<file path="src/rtl/weight_fetch_controller.sv">
// ---------------------------------------------------------------------------
// weight_fetch_controller
//
// Sequences binary-weight fetches from the weight SRAM into the PE array's
// weight registers for one convolution layer. Each SRAM word carries one
// weight bit per PE column (one filter per column) for a single
// (channel, ky, kx) position. The walk order is filter group -> input
// channel -> kernel position; between channels the block parks in WAIT
// until the ifmap side pulses advance.
//
// Ports
//   clk             in   rising-edge clock
//   rst             in   asynchronous, active-low reset
//   start           in   1-cycle layer start pulse, accepted only when idle
//   weight_base     in   first weight word address of the layer
//   number_channel  in   input channels C (0 = empty layer)
//   kernel_size     in   square kernel size K (0 = empty layer)
//   number_filter   in   output filters F (0 = empty layer)
//   advance         in   1-cycle pulse: current channel's weights consumed
//   address_weight  out  SRAM read address
//   weight_rd_en    out  SRAM read strobe
//   weight_load     out  PE weight-register capture strobe (rd_en + 1 cycle)
//   kpos            out  kernel position of the word captured on weight_load
//   pe_col_en       out  active-column mask of the current filter group
//   first_channel   out  fetching/holding channel 0
//   last_channel    out  fetching/holding channel C-1
//   busy            out  layer in progress
//   done            out  1-cycle pulse at layer end
//   overrun         out  (only with WEIGHT_FETCH_OVERRUN_EN) sticky flag for
//                        an advance that could not be queued
//
// Build option: define WEIGHT_FETCH_OVERRUN_EN to add the overrun output.
// Without it, surplus advance pulses are dropped silently.
//
// PE_COLS is expected to be a power of two: group index and column remainder
// are taken from the filter count with a shift and a mask.
// ---------------------------------------------------------------------------
module weight_fetch_controller #(
    parameter int ADDR_W  = 16,
    parameter int PE_COLS = 32
) (
    input  logic                clk,
    input  logic                rst,
    input  logic                start,
    input  logic [ADDR_W-1:0]   weight_base,
    input  logic [5:0]          number_channel,
    input  logic [3:0]          kernel_size,
    input  logic [6:0]          number_filter,
    input  logic                advance,
    output logic [ADDR_W-1:0]   address_weight,
    output logic                weight_rd_en,
    output logic                weight_load,
    output logic [7:0]          kpos,
    output logic [PE_COLS-1:0]  pe_col_en,
    output logic                first_channel,
    output logic                last_channel,
    output logic                busy,
    output logic                done
`ifdef WEIGHT_FETCH_OVERRUN_EN
    ,
    output logic                overrun
`endif
);

    localparam int COL_W = $clog2(PE_COLS);

    typedef enum logic [1:0] {
        ST_IDLE  = 2'd0,
        ST_FETCH = 2'd1,
        ST_WAIT  = 2'd2,
        ST_DONE  = 2'd3
    } state_t;

    // Column mask of a filter group: every column is live except in the last
    // group when F is not a multiple of PE_COLS.
    function automatic logic [PE_COLS-1:0] group_col_mask(
        input logic [6:0] filters,
        input logic [6:0] group
    );
        logic [6:0] rem_v;
        logic [6:0] last_grp_v;
        rem_v      = filters & 7'(PE_COLS - 1);
        last_grp_v = (filters - 7'd1) >> COL_W;
        if ((group == last_grp_v) && (rem_v != 7'd0)) begin
            group_col_mask = ~({PE_COLS{1'b1}} << rem_v);
        end else begin
            group_col_mask = {PE_COLS{1'b1}};
        end
    endfunction

    state_t              state_r,   state_next_s;
    logic [5:0]          c_r;
    logic [3:0]          k_r;
    logic [6:0]          f_r;
    logic [5:0]          ch_r,      ch_next_s;
    logic [6:0]          grp_r,     grp_next_s;
    logic [3:0]          kx_r,      kx_next_s;
    logic [3:0]          ky_r,      ky_next_s;
    logic [7:0]          kcnt_r,    kcnt_next_s;
    logic                pending_r, pending_next_s;
    logic [ADDR_W-1:0]   addr_r,    addr_next_s;
    logic [5:0]          cfg_c_s;
    logic [6:0]          cfg_f_s;
    logic [6:0]          last_grp_s;
    logic                active_s;

    logic                rd_en_r;
    logic                load_r;
    logic [7:0]          kpos_r;
    logic [PE_COLS-1:0]  pe_r;
    logic                first_r;
    logic                last_r;
    logic                busy_r;
    logic                done_r;

    assign last_grp_s = (f_r - 7'd1) >> COL_W;

    // Next-state and counter logic. The address advances on every read after
    // the first of a channel, and on the WAIT->FETCH hop, so it stays parked
    // on the last word read while waiting (plain base + running count).
    always_comb begin
        state_next_s   = state_r;
        ch_next_s      = ch_r;
        grp_next_s     = grp_r;
        kx_next_s      = kx_r;
        ky_next_s      = ky_r;
        kcnt_next_s    = kcnt_r;
        pending_next_s = pending_r;
        addr_next_s    = addr_r;
        cfg_c_s        = c_r;
        cfg_f_s        = f_r;
        case (state_r)
            ST_IDLE: begin
                if (start) begin
                    // Config is not latched yet; derive next-cycle outputs from the ports.
                    cfg_c_s        = number_channel;
                    cfg_f_s        = number_filter;
                    addr_next_s    = weight_base;
                    ch_next_s      = 6'd0;
                    grp_next_s     = 7'd0;
                    kx_next_s      = 4'd0;
                    ky_next_s      = 4'd0;
                    kcnt_next_s    = 8'd0;
                    pending_next_s = 1'b0;
                    if ((number_channel == 6'd0) || (kernel_size == 4'd0) ||
                        (number_filter == 7'd0)) begin
                        state_next_s = ST_DONE;
                    end else begin
                        state_next_s = ST_FETCH;
                    end
                end else begin
                    state_next_s = ST_IDLE;
                end
            end
            ST_FETCH: begin
                // One-deep memory of an advance that arrives before WAIT.
                if (advance) begin
                    pending_next_s = 1'b1;
                end else begin
                    pending_next_s = pending_r;
                end
                if ((kx_r == k_r - 4'd1) && (ky_r == k_r - 4'd1)) begin
                    state_next_s = ST_WAIT;
                end else begin
                    state_next_s = ST_FETCH;
                    addr_next_s  = addr_r + {{(ADDR_W-1){1'b0}}, 1'b1};
                    kcnt_next_s  = kcnt_r + 8'd1;
                    if (kx_r == k_r - 4'd1) begin
                        kx_next_s = 4'd0;
                        ky_next_s = ky_r + 4'd1;
                    end else begin
                        kx_next_s = kx_r + 4'd1;
                    end
                end
            end
            ST_WAIT: begin
                if (advance || pending_r) begin
                    pending_next_s = 1'b0;
                    kx_next_s      = 4'd0;
                    ky_next_s      = 4'd0;
                    kcnt_next_s    = 8'd0;
                    if (ch_r != c_r - 6'd1) begin
                        ch_next_s    = ch_r + 6'd1;
                        state_next_s = ST_FETCH;
                        addr_next_s  = addr_r + {{(ADDR_W-1){1'b0}}, 1'b1};
                    end else if (grp_r != last_grp_s) begin
                        grp_next_s   = grp_r + 7'd1;
                        ch_next_s    = 6'd0;
                        state_next_s = ST_FETCH;
                        addr_next_s  = addr_r + {{(ADDR_W-1){1'b0}}, 1'b1};
                    end else begin
                        state_next_s = ST_DONE;
                    end
                end else begin
                    state_next_s = ST_WAIT;
                end
            end
            ST_DONE: begin
                state_next_s = ST_IDLE;
            end
            default: begin
                state_next_s = ST_IDLE;
            end
        endcase
    end

    assign active_s = (state_next_s == ST_FETCH) || (state_next_s == ST_WAIT);

    // State, walk counters, address and latched layer configuration.
    always_ff @(posedge clk or negedge rst) begin
        if (!rst) begin
            state_r   <= ST_IDLE;
            c_r       <= 6'd0;
            k_r       <= 4'd0;
            f_r       <= 7'd0;
            ch_r      <= 6'd0;
            grp_r     <= 7'd0;
            kx_r      <= 4'd0;
            ky_r      <= 4'd0;
            kcnt_r    <= 8'd0;
            pending_r <= 1'b0;
            addr_r    <= {ADDR_W{1'b0}};
        end else begin
            state_r   <= state_next_s;
            ch_r      <= ch_next_s;
            grp_r     <= grp_next_s;
            kx_r      <= kx_next_s;
            ky_r      <= ky_next_s;
            kcnt_r    <= kcnt_next_s;
            pending_r <= pending_next_s;
            addr_r    <= addr_next_s;
            if ((state_r == ST_IDLE) && start) begin
                c_r <= number_channel;
                k_r <= kernel_size;
                f_r <= number_filter;
            end else begin
                c_r <= c_r;
                k_r <= k_r;
                f_r <= f_r;
            end
        end
    end

    // Registered outputs, computed from the state being entered so they line
    // up with state_r. busy stays up through the done pulse.
    always_ff @(posedge clk or negedge rst) begin
        if (!rst) begin
            rd_en_r <= 1'b0;
            load_r  <= 1'b0;
            kpos_r  <= 8'd0;
            pe_r    <= {PE_COLS{1'b0}};
            first_r <= 1'b0;
            last_r  <= 1'b0;
            busy_r  <= 1'b0;
            done_r  <= 1'b0;
        end else begin
            rd_en_r <= (state_next_s == ST_FETCH);
            load_r  <= rd_en_r;
            if (rd_en_r) begin
                kpos_r <= kcnt_r;
            end else begin
                kpos_r <= kpos_r;
            end
            if (active_s) begin
                pe_r <= group_col_mask(cfg_f_s, grp_next_s);
            end else begin
                pe_r <= {PE_COLS{1'b0}};
            end
            first_r <= active_s && (ch_next_s == 6'd0);
            last_r  <= active_s && (ch_next_s == cfg_c_s - 6'd1);
            busy_r  <= (state_next_s != ST_IDLE) || (state_r == ST_DONE);
            done_r  <= (state_r == ST_DONE);
        end
    end

    assign address_weight = addr_r;
    assign weight_rd_en   = rd_en_r;
    assign weight_load    = load_r;
    assign kpos           = kpos_r;
    assign pe_col_en      = pe_r;
    assign first_channel  = first_r;
    assign last_channel   = last_r;
    assign busy           = busy_r;
    assign done           = done_r;

`ifdef WEIGHT_FETCH_OVERRUN_EN
    logic overrun_r;
    logic overrun_set_s;

    // An advance is lost if one is already queued or no layer is running.
    assign overrun_set_s = advance &&
                           (pending_r || (state_r == ST_IDLE) || (state_r == ST_DONE));

    // Sticky overrun flag, cleared by an accepted start.
    always_ff @(posedge clk or negedge rst) begin
        if (!rst) begin
            overrun_r <= 1'b0;
        end else if (overrun_set_s) begin
            overrun_r <= 1'b1;
        end else if ((state_r == ST_IDLE) && start) begin
            overrun_r <= 1'b0;
        end else begin
            overrun_r <= overrun_r;
        end
    end

    assign overrun = overrun_r;
`endif

endmodule

</file>
<file path="config.mk">
export PLATFORM = sky130hd
export DESIGN_NAME = weight_fetch_controller
export DESIGN_NICKNAME = d
export VERILOG_FILES = /design/src/rtl/weight_fetch_controller.sv
export SDC_FILE = /design/constraint.sdc
export NUM_CORES = 1
export LEC_CHECK = 0
export BUFFER_PORTS_ARGS = -buffer_cell sky130_fd_sc_hd__buf_2
export CORE_MARGIN = 10
export CORE_UTILIZATION = 28
export DETAILED_ROUTE_END_ITERATION = 7
export MAX_ROUTING_LAYER = met4
export PLACE_DENSITY_LB_ADDON = 0.1
export SETUP_SLACK_MARGIN = 0.5
export SYNTH_ARGS = -nofsm -noshare
export SYNTH_HDL_FRONTEND = slang
export SYNTH_SLANG_ARGS = --single-unit
</file>
<file path="constraint.sdc">
create_clock -name clk -period 4.5 [get_ports clk]
set_input_delay 0.45 -clock clk [delete_from_list [all_inputs] [get_ports clk]]
set_output_delay 0.45 -clock clk [all_outputs]
set_load 0.01 [all_outputs]
</file>
; ---- Yosys cells after proc, flatten, opt, wreduce, memory -nomap -nowiden
; Cells that the tools add are included.
[word_totals]
ff_bits = 111
latch_bits = 0
ramBits = 0
rom_bits = 0
in_bits = 37
out_inout_bits = 62
elab_cells = 116
mem_count = 0
[classes]
add_sub_neg = 11
multipliers = 0
n_div = 0
order_cmp = 0
eq_ne = 17
n_shift = 1
mux = 45
bitwise = 1
reduce_logical = 22
[op_table]
columns = operator, count
row1 = two-way mux 16 bit, 5
row2 = two-way mux 32 bit, 2
row3 = one-hot mux 16 bit (3 select lines), 1
row4 = two-way mux 7 bit, 6
row5 = two-way mux 6 bit, 6
row6 = NOT 32 bit, 1
row7 = "left shift 32 x 5 -> 32 bit, first input constant", 1
row8 = two-way mux 4 bit, 6
row9 = two-way mux 8 bit, 3
row10 = one-hot mux 4 bit (3 select lines), 2
row11 = one-hot mux 8 bit (3 select lines), 1
row12 = "adder 16 x 1 -> 16 bit, second input constant", 1
row13 = one-hot mux 7 bit (2 select lines), 1
row14 = "subtractor 7 x 1 -> 7 bit, second input constant", 2
row15 = zero test 6 bit, 2
row16 = two-way mux 2 bit, 6
row17 = one-hot mux 6 bit (2 select lines), 1
row18 = "subtractor 6 x 1 -> 6 bit, second input constant", 2
row19 = "!= test 2 bit, second input constant", 5
row20 = AND reduction 5 bit, 2
row21 = "adder 4 x 1 -> 4 bit, second input constant", 2
row22 = "adder 8 x 1 -> 8 bit, second input constant", 1
row23 = equality test 4 bit, 2
row24 = one-hot mux 2 bit (4 select lines), 1
row25 = other kinds (21), 35

; ---- Longest topological paths before layout
; Gate-level depths: netlist of run 1.
[logic_depth]
word_depth = 10
depth_mapped = 18
depth_no_buf = 16

; ---- Worst setup path before layout of run 1
; No wires, ideal clock.
[synth_path]
kind = register to register
from = register f_r[0]
to = register last_r (netlist: last_channel)
setup_ns = 0.065
arrival_time_ns = 3.658
required_time_ns = 4.435
slack_ns = 0.777
stages_incl_launch_ff = 16
path_buffers = 1
synth_period_minus_slack_ns = 3.723
path_cell_list = dfrtp_1 > or4_1 > or3_1 > a21oi_1 > or3_1 > nand4_1 > a21oi_1 > nor2_1 > ha_1 > clkbuf_1 > a311oi_1 > o21ai_0 > a2111o_1 > a2111oi_2 > and4b_1 > o211a_1
[synth_between]
elab_chain_cells = 9
word_cells_on_any_way = 15
cone_classes = add/sub (1) / eq/ne (4) / mux (8) / reduce/logical (2)
[synth_rtl]
columns = item, line
row1 = from (decl), 94  ; logic [6:0] f_r;
row2 = from (signal assigned), 235  ; f_r <= number_filter;
row3 = from (signal assigned), 239  ; f_r <= f_r;
row4 = subtractor 7 x 1 -> 7 bit *, 116  ; assign last_grp_s = (f_r - 7'd1) >> COL_W;
row5 = != test 7 x 2 -> 1 bit *, 186  ; end else if (grp_r != last_grp_s) begin
row6 = two-way mux 2 bit, 186
row7 = two-way mux 2 bit, 182  ; if (ch_r != c_r - 6'd1) begin
row8 = two-way mux 2 bit, 177  ; if (advance || pending_r) begin
row9 = one-hot mux 2 bit (4 select lines), 132  ; case (state_r)
row10 = equality test 2 x 1 -> 1 bit or equality test 2 bit (tied branches), 207  ; assign active_s = (state_next_s == ST_FETCH) || (state_next_s == ST_WAIT);
row11 = logical OR 1 bit, 207
row12 = logical AND 1 bit *, 270  ; last_r <= active_s && (ch_next_s == cfg_c_s - 6'd1);
row13 = to (signal assigned), 270
row14 = to (decl), 112  ; logic last_r;
; Every way passes the cells marked *; elsewhere a longest branch is shown, timed or not.
; A chain may end at the register's enable or synchronous reset.

; ---- Worst setup path in the final report of run 1
[layout_path]
from = register k_r[0]
to = register last_r (netlist: last_channel)
[layout_between]
elab_chain_cells = 8
word_cells_on_any_way = 10
cone_classes = add/sub (1) / eq/ne (4) / mux (2) / reduce/logical (3)
[layout_rtl]
columns = item, line
row1 = from (decl), 93  ; logic [3:0] k_r;
row2 = from (signal assigned), 234  ; k_r <= kernel_size;
row3 = from (signal assigned), 238  ; k_r <= k_r;
row4 = subtractor 4 x 1 -> 4 bit *, 162  ; if ((kx_r == k_r - 4'd1) && (ky_r == k_r - 4'd1)) begin
row5 = equality test 4 bit, 162
row6 = logical AND 1 bit *, 162
row7 = two-way mux 2 bit *, 162
row8 = one-hot mux 2 bit (4 select lines) *, 132
row9 = via state_next_s[0], 91  ; state_t state_r, state_next_s;
row10 = equality test 2 x 1 -> 1 bit or equality test 2 bit (tied branches), 207
row11 = logical OR 1 bit *, 207
row12 = logical AND 1 bit *, 270
; The timed path passes the listed nets; every way through them passes the cells marked *.

==> flow_summary.yaml, run 1 <==
status:
  outcome: "finished clean"
detailed_routing:
  ant_nets: 0
  vias: 5289
  dr.pass1.iters: 5
  totalWireLength_um: 17700
  drt_first_iter_violations: 475
  drc: 0
  wl_per_cell_um: 16.9
  vias_per_cell: 5.05
floorplan:
  start_util: 0.284
  fp.dieArea_um2: 28500
  fp.dieH_um: 169
  core-area_um2: 21800
  dieWidth_um: 169
  placementRows: 54
  io_pins: 99
logic_synthesis:
  netlist_instances: 672
  synthFlopType: "dfrtp_1"
  synth_seq_cells: 111
  synth_area_per_cell_um2: 9.24
  synth_edf_count: 0
  synth_nets: 724
  yosysWarnings: 0
  synth-compound-area-share: 0.175
  synth_area_um2: 6210
  synthXorXnorAreaFrac: 0.0431
  synth-simple-area-share: 0.185
  yosysUniqueCellTypes: 67
  ys_seq_area_frac: 0.447
  synth-adder-area-share: 0.0302
  synth.area.mux_share: 0.0712
  async_flop_share: 1.00
  synth_top_family_by_area: "simple AND/OR/NAND/NOR gates"
worst_setup_path:
  path_cells: "inv_1 > ha_1 > xnor2_2 > xor2_1 > nand4_1 > or3_1 > a211o_1 > and2_1 > ha_1 > a311oi_1 > o21ai_0 > a2111o_1 > a2111oi_2 > and4b_1 > o211a_1"
  rr_worst_depth: 15
  timing.rr.end: "last_channel"
  crit_top_cell: "ha_1"
  cp_slowest_cell: "or3_1"
  critical_path_class: "flop to flop"
  crit_fanout: 5
  cpPeakStageDelay_ns: 0.42
  cp-start-kind: "flop"
  crit_required_ns: 4.80
  arrival_ns: 4.13
  rrSetupSlack_ns: 0.67
  worstReg2RegStart: "k_r[0]"
  worstSetupEndpointType: "flop"
grt:
  antenna_found_initial: 0
  grt_pass1_vias: 5227
  grt_usage: 0.126
  grt_pass1_wl_um: 28600
  overflow: 0
  grt_max_degree: 49
pwr:
  powerDensity_nw_per_um2: 700
  leakage_uw: 0.00329
  max-vdd-ir-drop_uv: 240
  totalPowerFinal_uw: 5160
placement:
  hpwl_um: 13200
  portBuffers: 98
  dpl_cell_area_um2: 7030
  place_congestion: 0.870
sta:
  fin_skew_ns: 0.0117
  hold_viol_final: 0
  worst_pin_slew_ns: 0.709
  post-route-min-period_ns: 3.83
  drv_slew: 0
  fmax_mhz: 261
  tns_ns: 0
  rsz0062_at_grt: "false"
  slew_headroom: 0.520
  period_share: 0.850
  finalSetupViolCount: 0
finish:
  insertedDiodeCount: 0
  layout-drive-gt1-share: 0.221
  finalInstanceArea_um2: 7370
  seqCellArea_um2: 2780
  syn_to_final_growth_pct: 18.7
  nNetsFinal: 815
  fill_cells: 2261
  utilization: 0.338
  multi_input_area_um2: 3160
cts:
  root_buffer: "clkbuf_16"
  cts_buffers: 9
  postCtsSetupBuffers: 0
  path_clk_slew_ns: 0.08
  numClockSinks: 111
  clock_tree.buffer_depth: 2
  postCtsHoldBufs: 0
  clk_latency_ns: 0.36
  cts_max_level: 3
  cts_tree: "done"
min_path:
  hp-class: "input port to async pin"
run:
  cap_violations: 0
==> per-stage QoR <==
stage               instances  hold slack [ns]  setup WS (ns)
floorplan                 672            0.154          0.777
global placement         1032            0.412          0.618
detailed placement       1032            0.411          0.605
CTS                      1048           0.0156          0.590
global route             1048           0.0291          0.492
finish                   1048           0.0121          0.674
==> worst max-delay path: cells and delay by family (launching register included) <==
| family | cells | cell delay, ns |
|---|---|---|
| fa+ha+maj | 2 | 0.53 |
| buf+inv | 1 | 0.05 |
| compound gates | 6 | 1.37 |
| flops | 1 | 0.41 |
| simple gates | 4 | 1.05 |
| xor+xnor | 2 | 0.36 |
==> metal layers <==
layer / track usage / share of wire / vias to the layer above
li1: - / - / 2608
met1: 0.164 / 0.48 / 2529
met2: 0.190 / 0.46 / 134
met3: 0.0266 / 0.049 / 18
met4: 0.0409 / 0.016 / 0
met5: - / 0 / -
==> flip-flops by register name (all words and copies together) (netlist names), 6 cells and up <==
| register | flops |
|---|---|
| grp_r | 7 |
| c_r | 6 |
| ch_r | 6 |
| kcnt_r | 8 |
| pe_col_en | 32 |
| address_weight | 16 |
| kpos | 8 |
| f_r | 7 |
==> how the worst max path moves through the flow <==
stage	startpoint	end	slack [ns]	cells after the start
2_1_floorplan	f_r[0]	last_channel	0.78	15
3_3_place_gp	c_r[0]	last_channel	0.62	14
3_5_place_dp	c_r[0]	last_channel	0.61	14
4_1_cts	c_r[0]	last_channel	0.59	14
5_1_grt	k_r[0]	last_channel	0.49	15
6_report	k_r[0]	last_channel	0.67	15
==> cell usage in the layout (no fill, tap or decap), types with 9 or more instances in the layout <==
cell type  netlist  layout
dfrtp_1        111     110
nand2_1         69      69
nand2b_1         9       9
nor2_1          45      45
inv_1           34      34
a31oi_1         33      33
nand3_1         28      28
mux2i_1         19      19
a21oi_1         56      55
nor3_1          21      21
ha_1            15      15
clkbuf_16        0       9
buf_4            3      19
xor2_1          14      13
mux2_2          21      21
buf_2            8      97
xnor2_1         14      13
o21ai_0         50      50
==> repair_timing <==
item / 4_1_cts / 5_1_grt
endpoints found under the hold margin: 0 / 0
resized for setup: 0 / 5
setup endpoints to repair: 0 / 1
==> cell type report <==
type | instances | share of cell area
well taps | 280 | 0.0475
clock inverters | 6 | 0.0124
clock buffers | 10 | 0.0311
inverters | 35 | 0.0178
multi-input cells | 490 | 0.429
repair buffers | 116 | 0.0852
flip-flops and latches | 111 | 0.377
==> synthesized netlist by cell type (2+ instances only) <==
cell type / n / area (um^2)
or2_2: 2 / 12.5
o32ai_1: 2 / 17.5
o21ai_0: 50 / 250
nor2b_1: 6 / 37.5
nor3b_1: 2 / 15.0
xnor2_1: 14 / 123
dfrtp_1: 111 / 2780
nand2b_1: 9 / 56.3
buf_1: 2 / 7.51
ha_1: 15 / 188
nand2_1: 69 / 259
inv_1: 34 / 128
nor3_1: 21 / 105
o31ai_1: 2 / 15.0
buf_4: 3 / 22.5
and3_1: 4 / 25.0
mux2i_1: 19 / 190
nor4_1: 6 / 37.5
nand3_1: 28 / 140
buf_2: 8 / 40.0
a31oi_1: 33 / 206
a41oi_1: 3 / 26.3
nor2_1: 45 / 169
nor4b_1: 3 / 26.3
o22ai_1: 6 / 37.5
clkbuf_1: 22 / 82.6
or3_1: 6 / 37.5
mux2_2: 21 / 236
nand4_1: 6 / 37.5
a211o_1: 3 / 26.3
a21oi_1: 56 / 280
and2_1: 3 / 18.8
a221o_1: 2 / 20.0
nand3b_1: 4 / 30.0
o21ai_1: 5 / 25.0
a311oi_1: 3 / 26.3
xor2_1: 14 / 123
==> report_power, final <==
| group | switching, uW | internal [uW] | total (uW) |
|---|---|---|---|
| combinational | 1570 | 1000 | 2570 |
| clock | 393 | 493 | 886 |
| sequential | 313 | 1400 | 1710 |
==> logic make-up after synthesis <==
family / Yosys count
flops: 111
simple gates: 225
fa+ha+maj: 15
buf+inv: 71
mux: 41
compound gates: 180
xor+xnor: 29
Power figures use the tool's default switching activity.
==> run 2, diff against run 1 <==
- CORE_UTILIZATION: 28 -> 45
- SLEW_MARGIN: unset -> 10
==> flow_summary.yaml, run 2 (synthesis results as in run 1) <==
sta:
  tns_ns: 0
  rsz0062_at_grt: "false"
  worst_pin_slew_ns: 1.21
  finalSetupViolCount: 0
  hold_viol_final: 0
  fmax_mhz: 267
  drv_slew: 0
  post-route-min-period_ns: 3.75
  fin_skew_ns: 0.00849
  period_share: 0.834
  slew_headroom: 0.187
detailed_routing:
  totalWireLength_um: 16200
  ant_nets: 0
  drt_first_iter_violations: 463
  vias_per_cell: 5.67
  dr.pass1.iters: 5
  wl_per_cell_um: 17.2
  vias: 5352
  drc: 0
grt:
  met2_usage: 0.267
  grt_busiest_layer: "met2"
  grt_max_degree: 77
  grt_pass1_vias: 5200
  antenna_found_initial: 0
  overflow: 0
  grt_usage: 0.174
  gr-usage-met3: 0.0317
  grt_use_met1: 0.229
  grt_pass1_wl_um: 26000
run:
  cap_violations: 0
pwr:
  max-vdd-ir-drop_uv: 312
  p_sw_uw: 2240
  p_seq_frac: 0.330
  power.internal_uw: 2900
  leakage_uw: 0.00330
  p_sw_frac: 0.437
  pwr-share-comb: 0.508
  clock_power_share: 0.162
  powerDensity_nw_per_um2: 705
finish:
  layout_commonest_cell: "dfrtp_1"
  nNetsFinal: 815
  final_cell_mix: "dfrtp_1, buf_2, nand2_1, a21oi_1, o21ai_0"
  utilization: 0.544
  insertedDiodeCount: 0
  layout-drive-gt1-share: 0.236
  syn_to_final_growth_pct: 17.5
  largest_reg_flops: 32
cts:
  numClockSinks: 111
  cts_buffers: 9
  clk_latency_ns: 0.36
  cts_tree: "done"
  path_clk_slew_ns: 0.07
  clock_tree.buffer_depth: 2
  cts_max_level: 3
  root_buffer: "clkbuf_16"
floorplan:
  fp.dieH_um: 137
  start_util: 0.463
  placementRows: 42
  dieWidth_um: 137
  io_pins: 99
  core-area_um2: 13400
  fp.dieArea_um2: 18900
min_path:
  hp-class: "input port to async pin"
worst_setup_path:
  crit_fanout: 5
  worstSetupEndpointType: "flop"
  arrival_ns: 4.05
  startpoint: "k_r[0]"
  rr_worst_depth: 16
  worstReg2RegStart: "k_r[0]"
  crit_required_ns: 4.80
  critical_path_class: "flop to flop"
  cp-start-kind: "flop"
placement:
  portBuffers: 98
  hpwl_um: 11700
  place_congestion: 0.852
status:
  outcome: "finished clean"
==> run 2: metal layers <==
| layer | routed length (um) | vias to the layer above |
|---|---|---|
| met3 | 962 | 15 |
| met4 | 206 | 0 |
| met5 | 0 | - |
| met1 | 7400 | 2592 |
| li1 | - | 2595 |
| met2 | 7640 | 150 |
==> run 2: final timing paths <==
| check | endpoint | slack [ns] |
|---|---|---|
| max in group asynchronous | pe_col_en[14] | 3.21 |
| hold / removal | kpos[1] | 0.26 |
| setup / recovery | last_channel | 0.75 |
| setup reg to reg | last_channel | 0.75 |
| hold reg to reg | kpos[0] | 0.50 |
| min in group clk | k_r[1] | 0.34 |
==> run 2: power by group through the flow <==
stage / Clock, uW / Combinational, uW / Sequential [uW]
detailed placement: 0 / 2520 / 1710
global placement: 0 / 2480 / 1700
floorplan: 0 / 1680 / 1760
finish: 831 / 2610 / 1700
CTS: 854 / 2530 / 1690
global route: 896 / 2910 / 1760
==> run 2: critical path, cell delays in order, from the launching register on <==
cell and delay, ns:
dfrtp_2 0.40, inv_1 0.05, ha_2 0.19, xnor2_2 0.19, buf_4 0.14, xnor2_1 0.10, nand3_1 0.12, or3_1 0.39
a211o_1 0.29, and2_4 0.18, ha_4 0.24, a311oi_2 0.24, o21ai_1 0.10, a2111o_1 0.36, a2111oi_2 0.32, and4b_1 0.24
o211a_1 0.13
==> run 2: area by class of cell <==
type / instances / area [um^2]
Fill cell: 1216 / 6110
Sequential cell: 111 / 2780
Inverter: 35 / 131
Tap cell: 176 / 220
Clock inverter: 4 / 51.3
Multi-Input combinational cell: 490 / 3230
Timing Repair Buffer: 116 / 628
Clock buffer: 12 / 256
==> run 2: per-stage QoR <==
step | setup WS (ns) | instance area, um^2 | cells | hold slack [ns] | power, uW
3_3_place_gp | 0.575 | 6850 | 921 | 0.485 | 4180
2_1_floorplan | 0.777 | 6210 | 672 | 0.154 | 3450
3_5_place_dp | 0.402 | 6850 | 921 | 0.493 | 4230
5_1_grt | 0.489 | 7290 | 944 | 0.338 | 5570
4_1_cts | 0.540 | 7160 | 937 | 0.301 | 5080
6_report | 0.748 | 7290 | 944 | 0.256 | 5140
==> run 2: what timing repair did <==
item                                    4_1_cts  5_1_grt
gates resized for setup                       1       18
pin swaps                                     0       13
hold buffers                                  0        0
setup buffers                                 0        7
cloned                                        0        0
endpoints found under the setup margin        1       24
